File: config.mk
export PLATFORM = sky130hd
export DESIGN_NAME = vga_timing_gen
export DESIGN_NICKNAME = d
export VERILOG_FILES = /design/src/rtl/vga_pkg.sv /design/src/rtl/vga_axis_counter.sv /design/src/rtl/vga_timing_gen.sv
export SDC_FILE = /design/constraint.sdc
export NUM_CORES = 1
export LEC_CHECK = 0
export CAP_MARGIN = 5
export CORE_ASPECT_RATIO = 2
export CORE_UTILIZATION = 40
export DETAILED_ROUTE_END_ITERATION = 7
export PLACE_DENSITY_LB_ADDON = 0.1
export SKIP_CTS_REPAIR_TIMING = 1
export SYNTH_ARGS = -nofsm -noshare
export SYNTH_HDL_FRONTEND = slang
export SYNTH_SLANG_ARGS = --single-unit
File: constraint.sdc
create_clock -name clk -period 3.19 [get_ports clk]
set_clock_uncertainty 0.15 [all_clocks]
set_input_delay 0.638 -clock clk [delete_from_list [all_inputs] [get_ports clk]]
set_output_delay 0.638 -clock clk [all_outputs]
set_load 0.01 [all_outputs]
File: src/rtl/vga_pkg.sv
// Shared timing defaults, coordinate widths and the per-axis phase type
// for the VGA raster generator.
package vga_pkg;

    localparam int H_ACTIVE = 640;
    localparam int H_FRONT  = 16;
    localparam int H_SYNC   = 96;
    localparam int H_BACK   = 48;
    localparam int H_TOTAL  = H_ACTIVE + H_FRONT + H_SYNC + H_BACK;

    localparam int V_ACTIVE = 480;
    localparam int V_FRONT  = 10;
    localparam int V_SYNC   = 2;
    localparam int V_BACK   = 33;
    localparam int V_TOTAL  = V_ACTIVE + V_FRONT + V_SYNC + V_BACK;

    localparam int X_W   = 10;
    localparam int Y_W   = 9;
    localparam int CNT_W = 10;

    typedef enum logic [1:0] {
        PH_ACT  = 2'd0,
        PH_FP   = 2'd1,
        PH_SYNC = 2'd2,
        PH_BP   = 2'd3
    } phase_t;

endpackage

File: src/rtl/vga_axis_counter.sv
// One raster axis: position counter plus ACT/FP/SYNC/BP phase FSM.
// count/phase are look-ahead: the values the axis holds after the current edge.
module vga_axis_counter
    import vga_pkg::*;
#(
    parameter int ACTIVE = 640,
    parameter int FRONT  = 16,
    parameter int SYNC   = 96,
    parameter int BACK   = 48
) (
    input  logic             clk,
    input  logic             rst,
    input  logic             en,
    output logic [CNT_W-1:0] count,
    output phase_t           phase,
    output logic             wrap
);

    localparam int TOTAL = ACTIVE + FRONT + SYNC + BACK;
    localparam logic [CNT_W-1:0] LAST     = 10'(TOTAL - 1);
    localparam logic [CNT_W-1:0] FP_AT    = 10'(ACTIVE);
    localparam logic [CNT_W-1:0] SYNC_AT  = 10'(ACTIVE + FRONT);
    localparam logic [CNT_W-1:0] BP_AT    = 10'(ACTIVE + FRONT + SYNC);

    logic [CNT_W-1:0] cnt_q;
    phase_t           phase_q;

    always_ff @(posedge clk or posedge rst) begin
        if (rst) begin
            cnt_q   <= '0;
            phase_q <= PH_ACT;
        end else begin
            cnt_q   <= count;
            phase_q <= phase;
        end
    end

    assign wrap = en && (cnt_q == LAST);

    always_comb begin
        count = cnt_q;
        phase = phase_q;
        if (en) begin
            count = wrap ? '0 : cnt_q + 10'd1;
            // Phase changes on the same edge the counter enters the new region.
            case (phase_q)
                PH_ACT:  if (count == FP_AT)   phase = PH_FP;
                PH_FP:   if (count == SYNC_AT) phase = PH_SYNC;
                PH_SYNC: if (count == BP_AT)   phase = PH_BP;
                PH_BP:   if (wrap)             phase = PH_ACT;
                default: phase = PH_ACT;
            endcase
        end
    end

endmodule

File: src/rtl/vga_timing_gen.sv
// VGA raster timing generator: pixel-rate divider, h/v counters, registered syncs/blank/x/y/strobes.
// Define VGA_FRAME_COUNT_EN to add the 8-bit frame_cnt output.
module vga_timing_gen #(
    parameter int CLK_DIV  = 2,
    parameter int H_ACTIVE = vga_pkg::H_ACTIVE,
    parameter int H_FRONT  = vga_pkg::H_FRONT,
    parameter int H_SYNC   = vga_pkg::H_SYNC,
    parameter int H_BACK   = vga_pkg::H_BACK,
    parameter int V_ACTIVE = vga_pkg::V_ACTIVE,
    parameter int V_FRONT  = vga_pkg::V_FRONT,
    parameter int V_SYNC   = vga_pkg::V_SYNC,
    parameter int V_BACK   = vga_pkg::V_BACK
) (
    input  logic                    clk,
    input  logic                    rst,
    output logic                    pix_en,
    output logic [vga_pkg::X_W-1:0] x,
    output logic [vga_pkg::Y_W-1:0] y,
    output logic                    hsync,
    output logic                    vsync,
    output logic                    blank,
    output logic                    line_start,
`ifdef VGA_FRAME_COUNT_EN
    output logic                    frame_start,
    output logic [7:0]              frame_cnt
`else
    output logic                    frame_start
`endif
);

    import vga_pkg::*;

    localparam logic [1:0]       DIV_LAST = 2'(CLK_DIV - 1);
    localparam logic [CNT_W-1:0] H_ACT_W  = 10'(H_ACTIVE);
    localparam logic [CNT_W-1:0] V_ACT_W  = 10'(V_ACTIVE);

    logic [1:0]       div_cnt;
    logic             tick;
    logic [CNT_W-1:0] h_cnt;
    logic [CNT_W-1:0] v_cnt;
    phase_t           h_phase;
    phase_t           v_phase;
    logic             h_wrap;
    logic             v_wrap;
    logic             blank_nxt;

    assign tick = (div_cnt == DIV_LAST);

    always_ff @(posedge clk or posedge rst) begin
        if (rst) begin
            div_cnt <= '0;
        end else begin
            div_cnt <= tick ? 2'd0 : div_cnt + 2'd1;
        end
    end

    vga_axis_counter #(
        .ACTIVE (H_ACTIVE),
        .FRONT  (H_FRONT),
        .SYNC   (H_SYNC),
        .BACK   (H_BACK)
    ) u_h (
        .clk   (clk),
        .rst   (rst),
        .en    (tick),
        .count (h_cnt),
        .phase (h_phase),
        .wrap  (h_wrap)
    );

    // The vertical axis only moves when a line completes.
    vga_axis_counter #(
        .ACTIVE (V_ACTIVE),
        .FRONT  (V_FRONT),
        .SYNC   (V_SYNC),
        .BACK   (V_BACK)
    ) u_v (
        .clk   (clk),
        .rst   (rst),
        .en    (h_wrap),
        .count (v_cnt),
        .phase (v_phase),
        .wrap  (v_wrap)
    );

    assign blank_nxt = (h_cnt >= H_ACT_W) || (v_cnt >= V_ACT_W);

    always_ff @(posedge clk or posedge rst) begin
        if (rst) begin
            pix_en      <= 1'b0;
            x           <= '0;
            y           <= '0;
            hsync       <= 1'b1;
            vsync       <= 1'b1;
            blank       <= 1'b0;
            line_start  <= 1'b0;
            frame_start <= 1'b0;
        end else begin
            // Strobes are single-clk even when a pixel spans several clks.
            pix_en      <= tick;
            line_start  <= h_wrap;
            frame_start <= h_wrap && v_wrap;
            if (tick) begin
                hsync <= (h_phase != PH_SYNC);
                vsync <= (v_phase != PH_SYNC);
                blank <= blank_nxt;
                x     <= blank_nxt ? '0 : h_cnt;
                y     <= blank_nxt ? '0 : v_cnt[Y_W-1:0];
            end
        end
    end

`ifdef VGA_FRAME_COUNT_EN
    always_ff @(posedge clk or posedge rst) begin
        if (rst) begin
            frame_cnt <= '0;
        end else if (h_wrap && v_wrap) begin
            frame_cnt <= frame_cnt + 8'd1;
        end
    end
`endif

endmodule

==> impl_metrics.ini <==
[outcome]
status = complete, no violations

[sta]
fin_crit_sh_pct = 95.1
fin_crit_ns = 3.03
hold_violations = 0
rsz0062_at_grt = no
clock.fmax_ghz = 0.330
fin_ws_ns = 0.156
slew_violations = 0
finalSetupViolCount = 0
worst_slew_pin_slew_ns = 0.660
hold-worst-slack_ns = 0.326
timing.slew.headroom_pct = 55.4
finalSetupTns_ns = 0

[finish]
fin_nets = 357
layout-drive-gt1-share_pct = 13.0
multi_input_area_um2 = 1460
antenna_cells = 0
syn_to_final_growth_pct = 18.2
seqCellArea_um2 = 1280
fill_cells = 682

[route]
wirelength_um = 8070
drcViolationCount = 0
post_drt_wl_per_cell_um = 18.2
first_pass_iters = 4
dr_total_vias = 2532
drt_iter0_markers = 182
routed_via_density = 5.72
ant_nets = 0

[power_and_ir_drop]
ir_drop_mv = 0.263
power_density_nw_per_um2 = 357
total_power_mw = 1.23
leakagePower_nw = 1.47

[grt]
grt_use_met1_pct = 23.0
grt_max_degree = 24
antenna_found_initial = 0
grt.busiest_layer = met2
grt_pass1_wl_um = 13100
grt_remaining_overflow = 0
met2_usage_pct = 44.8
grt_use_met3_pct = 2.70
grt_pass1_vias = 2513
track_usage_pct = 22.9

[worst_hold_path]
holdCritStartpoint = hsync
hold_path_end = hsync
hold_path_depth = 2
min_path_type = flip-flop to flip-flop

[synth]
yosysTopAreaCell = dfrtp_1
ys.flop_type = dfrtp_1
syn_area_um2 = 2910
synth.distinct_cells = 57
synth_edf_count = 0
synth_top_area_share_pct = 42.2
syn_area_per_cell_um2 = 9.01
synth_seq_cells = 51
synthTopCellsByArea = dfrtp_1, nand2_1, nand3_1, o21ai_0, o31ai_1
seq_area_frac_synth_pct = 44.0
ys_warn_count = 0
netlist_instances = 323
synthArstFlopShare_pct = 100
synth_fp_nets = 328

[floorplan]
core_um2 = 6990
initial_core_util_pct = 41.6
ios = 27
die-area_um2 = 7640
die_w_um = 62.3
fp-row-count = 43
fp.dieH_um = 123

[clocking]
clk_latency_ns = 0.30
clk_pin_slew_ns = 0.07
cts_tree = built
cts_max_level = 2
cts-root-buf = clkbuf_16
cts.sinks = 51
cts_made_buffers = 5
clock_path_buffers = 2

[setup_path]
end_kind = flip-flop
cp.required_ns = 3.24
rr_worst_depth = 6
crit_arrival_ns = 3.08
crit_type = flip-flop to flip-flop
timing.rr.start = u_h.cnt_q[5]
critPathMaxFanout = 11
rr_endpoint = x[3]
reg2reg_slack_ns = 0.16
cp-start-kind = flip-flop

[job]
drv_cap = 0

[place]
place_ws_ns = 0.164
place_congestion = 0.873
dp_hpwl_um = 6220
portBuffers = 26
cell usage in the layout, fill, tap and decap left out, drive strengths merged, types with 2 or more instances in the layout:
master and n:
or3 7, nor4 4, nor3 8, a31o 2
o22ai 5, dfrtp 49, o21a 4, nand4 10
nand3 19, a21oi 10, o21ai 24, xnor2 8
o41ai 3, dfstp 2, a31oi 2, buf 16
or2 8, o211ai 2, a211oi 3, and3b 2
inv 16, and2 4, clkdlybuf4s50 26, nand2b 2
o2111ai 3, nor2 17, mux2i 3, clkbuf 5
o31ai 10, o211a 3, and3 3, ha 3
clkinv 2, xor2 3, nor2b 3, nand2 47
nand3b 2
stage by stage:
stage	area, um^2	std cells	utilization (%)
final	3440	443	49.1
after global routing	3440	443	49.1
after CTS	3440	443	49.1
after detailed placement	3280	435	46.9
after global placement	3280	435	46.9
after floorplan	2910	323	-
Yosys cell counts (all sizes together), types with 2 or more instances:
library cell and count:
nand2 47, o211a 3, buf 9, dfrtp 49, and2 4, inv 15
or3 7, a31o 2, clkbuf 11, o21ai 24, o211ai 2, nor2b 3
nor3 8, o31ai 10, o22ai 5, xor2 3, xnor2 8, nand3b 2
a211oi 3, or2 8, o2111ai 3, a21oi 10, ha 3, o21a 4
mux2i 3, a31oi 2, o41ai 3, nand2b 2, dfstp 2, nand3 19
nor2 17, nor4 4, and3b 2, and3 3, nand4 10
flip-flops by register name, indices dropped and copies added, names as in the netlist:
| signal | count |
|---|---|
| u_h.phase_q | 2 |
| u_v.cnt_q | 10 |
| div_cnt | 2 |
| x | 10 |
| pix_en | 1 |
| hsync | 1 |
| vsync | 1 |
| frame_start | 1 |
| line_start | 1 |
| blank | 1 |
| u_h.cnt_q | 10 |
| y | 9 |
| u_v.phase_q | 2 |
layout make-up:
cell class                      instances  area share (%)
Multi-Input combinational cell        237            42.3
Inverter                               15            1.64
Timing Repair Buffer                   42            11.1
Clock inverter                          3           0.837
Clock buffer                            5            3.64
Sequential cell                        51            37.2
Tap cell                               90            3.28
how the worst max path moves through the flow:
stage | from | end | slack (ns) | cells past startpoint
floorplan | u_h.cnt_q[0] | x[3] | 0.35 | 10
global placement | u_h.cnt_q[5] | x[3] | 0.26 | 6
finish | u_h.cnt_q[5] | x[3] | 0.16 | 6
CTS | u_h.cnt_q[5] | x[3] | 0.16 | 6
detailed placement | u_h.cnt_q[5] | x[3] | 0.16 | 6
global route | u_h.cnt_q[5] | x[5] | 0.04 | 6
critical path, cell delays in order, from the launching register on:
cell and delay [ns]:
dfrtp_1 0.49, or4b_4 0.55, or3_1 0.52, a221o_1 0.40, o211ai_4 0.35, o211ai_4 0.18, o41ai_2 0.30
cells by family (layout without fill, tap and decap cells):
logic type / Yosys count / count (layout) / share of synthesized area, %
simple gates: 140 / 140 / 24.7
compound gates: 79 / 79 / 19.3
flops: 51 / 51 / 44.0
buf+inv: 35 / 65 / 6.02
xor+xnor: 11 / 11 / 3.31
mux: 4 / 4 / 1.42
fa+ha+maj: 3 / 3 / 1.29
metal layers:
metal,wire length (um),up-vias
met1,2850,1244
met5,0,-
met4,325,0
li1,-,1218
met3,207,19
met2,4690,51
where the power goes:
group          total (mW)  internal, mW  switching [mW]
clock network       0.564         0.300           0.264
registers           0.646         0.646               0
logic              0.0161       0.00279          0.0133
Note: power is estimated with default switching activity, not from simulation.
